**src/rtl/regfile_dump_pkg.sv**
```systemverilog
// Shared constants and state encoding for the register-file dump engine.
// The default widths are also used by the datapath's register file instance.
package regfile_dump_pkg;

  localparam int DEFAULT_WIDTH      = 32;
  localparam int DEFAULT_ADDR_WIDTH = 5;

  typedef enum logic [1:0] {
    IDLE    = 2'd0,
    CAPTURE = 2'd1,
    SEND    = 2'd2,
    DONE    = 2'd3
  } state_t;

endpackage

```
**src/rtl/regfile_dump.sv**
```systemverilog
// Walks an inclusive, wrapping register address range and streams each
// (address, data) pair out over a valid/ready handshake.
module regfile_dump
  import regfile_dump_pkg::*;
#(
  parameter int WIDTH      = DEFAULT_WIDTH,
  parameter int ADDR_WIDTH = DEFAULT_ADDR_WIDTH
) (
  input  logic                  clk,
  input  logic                  reset,
  input  logic                  start,
  input  logic [ADDR_WIDTH-1:0] startAddr,
  input  logic [ADDR_WIDTH-1:0] endAddr,
  output logic [ADDR_WIDTH-1:0] rfReadAddr,
  input  logic [WIDTH-1:0]      rfReadData,
  output logic                  outValid,
  input  logic                  outReady,
  output logic [ADDR_WIDTH-1:0] outAddr,
  output logic [WIDTH-1:0]      outData,
  output logic                  outLast,
  output logic                  busy,
  output logic                  done
);

  state_t                state;
  state_t                nextState;
  logic [ADDR_WIDTH-1:0] ptr;
  logic [ADDR_WIDTH-1:0] lastAddr;
  logic [ADDR_WIDTH-1:0] ptrNext;
  logic                  handshake;

  assign ptrNext   = ptr + ADDR_WIDTH'(1);
  assign handshake = outValid && outReady;

  // Read address depends only on state and ptr, never on outReady, so the
  // consumer has no combinational path into the register file.
  always_comb begin
    nextState  = state;
    rfReadAddr = '0;
    case (state)
      IDLE: begin
        if (start) nextState = CAPTURE;
      end
      CAPTURE: begin
        rfReadAddr = ptr;
        nextState  = SEND;
      end
      SEND: begin
        rfReadAddr = ptrNext;
        if (handshake && outLast) nextState = DONE;
      end
      DONE: begin
        nextState = IDLE;
      end
      default: nextState = IDLE;
    endcase
  end

  always_ff @(posedge clk) begin
    if (reset) begin
      state    <= IDLE;
      ptr      <= '0;
      lastAddr <= '0;
      outValid <= 1'b0;
      outAddr  <= '0;
      outData  <= '0;
      outLast  <= 1'b0;
      busy     <= 1'b0;
      done     <= 1'b0;
    end else begin
      state <= nextState;
      busy  <= (nextState != IDLE);
      done  <= (nextState == DONE);
      case (state)
        IDLE: begin
          if (start) begin
            ptr      <= startAddr;
            lastAddr <= endAddr;
          end
        end
        CAPTURE: begin
          outData  <= rfReadData;
          outAddr  <= ptr;
          outLast  <= (ptr == lastAddr);
          outValid <= 1'b1;
        end
        SEND: begin
          // The lookahead read of ptr+1 lets an accepted word be replaced
          // by the next one in the same cycle.
          if (handshake) begin
            if (outLast) begin
              outValid <= 1'b0;
              outLast  <= 1'b0;
            end else begin
              ptr     <= ptrNext;
              outData <= rfReadData;
              outAddr <= ptrNext;
              outLast <= (ptrNext == lastAddr);
            end
          end
        end
        default: ;
      endcase
    end
  end

endmodule

```
**config.mk**
```make
export PLATFORM = sky130hd
export DESIGN_NAME = regfile_dump
export DESIGN_NICKNAME = d
export VERILOG_FILES = /design/src/rtl/regfile_dump_pkg.sv /design/src/rtl/regfile_dump.sv
export SDC_FILE = /design/constraint.sdc
export NUM_CORES = 1
export LEC_CHECK = 0
export ABC_AREA = 0
export CAP_MARGIN = 5
export CORE_ASPECT_RATIO = 1.75
export CORE_MARGIN = 2
export CORE_UTILIZATION = 47
export DETAILED_ROUTE_END_ITERATION = 8
export PLACE_DENSITY = 0.92
export REMOVE_ABC_BUFFERS = 1
export SLEW_MARGIN = 10
export SYNTH_ARGS = -nofsm -noshare
export SYNTH_HDL_FRONTEND = slang
export SYNTH_SLANG_ARGS = --single-unit
```
**constraint.sdc**
```tcl
create_clock -name clk -period 2.9 [get_ports clk]
set_input_delay 0.58 -clock clk [delete_from_list [all_inputs] [get_ports clk]]
set_output_delay 0.58 -clock clk [all_outputs]
set_load 0.02 [all_outputs]
```
==> flow_summary.ini <==
[logic_synthesis]
syn_avg_cell_area_um2 = 8.362
syn_inst = 284
synth_most_common_cell = nand2_1
yosys_warnings = 0
synth_edf_count = 0
synth.distinct_cells = 45
netlist.area_leader.share_pct = 44.68
netlist_top_cells_area = dfxtp_1, nand2_1, a21oi_1
synth-main-ff-cell = dfxtp_1
synth-seq-area-share_pct = 44.68
yosys_register_bits = 53
synthArstFlopShare_pct = 0
netlist_area_um2 = 2375
yosys.area.top_type = dfxtp_1
synth_common_cells = nand2_1, dfxtp_1, a21oi_1

[routing]
drtIter0Drc = 85
wl_mm = 5.960
viasPerCell = 5.312
vias = 2263
first_pass_iters = 4
drc = 0
drt.antenna.violating_nets = 0
avgRoutedWirePerCell_um = 13.99

[floorplan]
rows = 34
die_area_um2 = 5660
die_height_um = 98.04
boundaryPins = 92
core_area_um2 = 4935
die_w_um = 57.74
initial_core_util_pct = 48.12

[cts]
clock_latency_ps = 300
cts_tree = yes
cts_buffers = 5
cts_sinks = 53
cts_hold_buffers = 0
postCtsSetupBuffers = 0
clk_pin_slew_ps = 90
cts-resized-gates = 0
cts_max_level = 2
cts-root-buf = clkbuf_8
max-clock-path-buffers = 2

[layout]
instances_no_fill = 426
area_growth_pct = 43.68
final_layout_size_suffix_gt1_share_pct = 7.796
num_antenna_cells = 0
nNetsFinal = 421
fin_area_um2 = 3412
fin_util_pct = 69.14

[sta]
post-route-period-util_pct = 94.97
fin_setup_tns_ps = 0
finClkSkew_ps = 6.534
maxSlewHeadroom_pct = 65.21
fin_worst_hold_slack_ps = 454.2
slew_viol_final = 0
setup_ws_ps = 146.0
finalSetupViolCount = 0
rsz0062_at_grt = false
fmax_ghz = 0.3631
hold_viol_final = 0
min_period_ps = 2754
worst_slew_pin_slew_ps = 521.8

[pwr]
p_total_mw = 3.352
power_density_nw_per_um2 = 982.3
ir_worst_vdd_mv = 0.6983
p_leak_nw = 1.256

[placement]
hpwl_mm = 4.478
io_buffers = 91
dpl_cell_area_um2 = 3289
dp_cells = 418
gp_congestion = 0.9222
dpl_worst_slack_ps = 369.6

[critical_path]
cp_data_arrival_time_ps = 2170
path_class = reg -> out
required_ps = 2320
critPathLaunchType = register
crit_path_top_delay_cell = clkdlybuf4s50_1
worstPathCellList = inv_1, ha_1, buf_6, nand3b_1, a21boi_0, clkdlybuf4s50_1
endpoint_kind = primary output
worstPathMaxFanout = 23
crit_path_max_incr_delay_ps = 640

[global_route]
grt_pass1_vias = 2295
overflow = 0
grtUsageTotal_pct = 21.53
antenna_found_initial = 0
grt_max_degree = 33
grt_pass1_wl_mm = 9.784

[run_status]
status = finished clean

[worst_hold_path]
hold_class = reg -> reg

[run]
cap_violations = 0
[worst paths after layout]
kind	from	to	slack, ps	cells after the start
worst max-delay path	state[0]$_SDFF_PP0_	rfReadAddr[2]	150	6
worst min register to register	outData[30]$_SDFFE_PP0P_	outData[30]$_SDFFE_PP0P_	450	2
worst min-delay path	outData[30]$_SDFFE_PP0P_	outData[30]$_SDFFE_PP0P_	450	2
worst max register to register	state[0]$_SDFF_PP0_	outAddr[0]$_SDFFE_PP0P_	940	8
[critical path: cells and delay by family, from the launching register on]
| kind | cells | cell delay, ps |
|---|---|---|
| buf+inv | 3 | 970 |
| flops | 1 | 330 |
| compound gates | 1 | 230 |
| fa+ha+maj | 1 | 190 |
| simple gates | 1 | 150 |
[cells by family (layout without fill, tap and decap cells)]
group	Yosys count	after routing	share of synthesized area [%]
AO/OA/AOI/OAI	79	79	22.13
XOR/XNOR	10	10	3.688
adder cells (fa/ha/maj)	4	4	2.108
buffers and inverters	25	113	5.795
flip-flops	53	53	44.68
multiplexers	2	2	0.8430
AND/OR/NAND/NOR	111	111	20.76
[per-layer routing]
| layer | GRT usage [%] | vias to the layer above | wire, µm |
|---|---|---|---|
| li1 | - | 1139 | - |
| met1 | 22.02 | 1039 | 2299 |
| met2 | 40.82 | 72 | 3244 |
| met3 | 3.841 | 13 | 286 |
| met4 | 8.945 | 0 | 130 |
| met5 | 0 | - | 0 |
[cells in the final DEF, fill, tap and decap left out, drive strengths merged, types with 2 or more instances in the layout]
master,count
a211oi,7
a21boi,2
a21o,2
a21oi,44
a311oi,2
a41oi,2
and2,2
buf,8
clkbuf,6
clkdlybuf4s50,88
dfxtp,53
dlymetal6s2s,2
ha,4
inv,7
mux2i,2
nand2,76
nand3,7
nand3b,3
nand4,2
nor2,10
nor2b,4
o21ai,10
o22ai,2
or2,2
xnor2,7
xor2,3
[state kept, by name, indices dropped and copies added (netlist names)]
register,cells
outAddr,5
outValid,1
lastAddr,5
busy,1
state,2
outLast,1
done,1
outData,32
ptr,5
[layout make-up]
class	count	area, µm²
Fill cell	396	1523
Multi-Input combinational cell	206	1179
Sequential cell	53	1061
Timing Repair Buffer	98	967.2
Clock buffer	6	72.57
Tap cell	54	67.56
Clock inverter	2	38.79
Inverter	7	26.28
[power breakdown]
part           internal [mW]  switching (mW)  total (mW)
Combinational          0.780           0.982        1.76
Clock                  0.259           0.237       0.496
Sequential             0.939           0.155        1.09
Total                   1.98            1.37        3.35
Power figures use the tool's default switching activity.
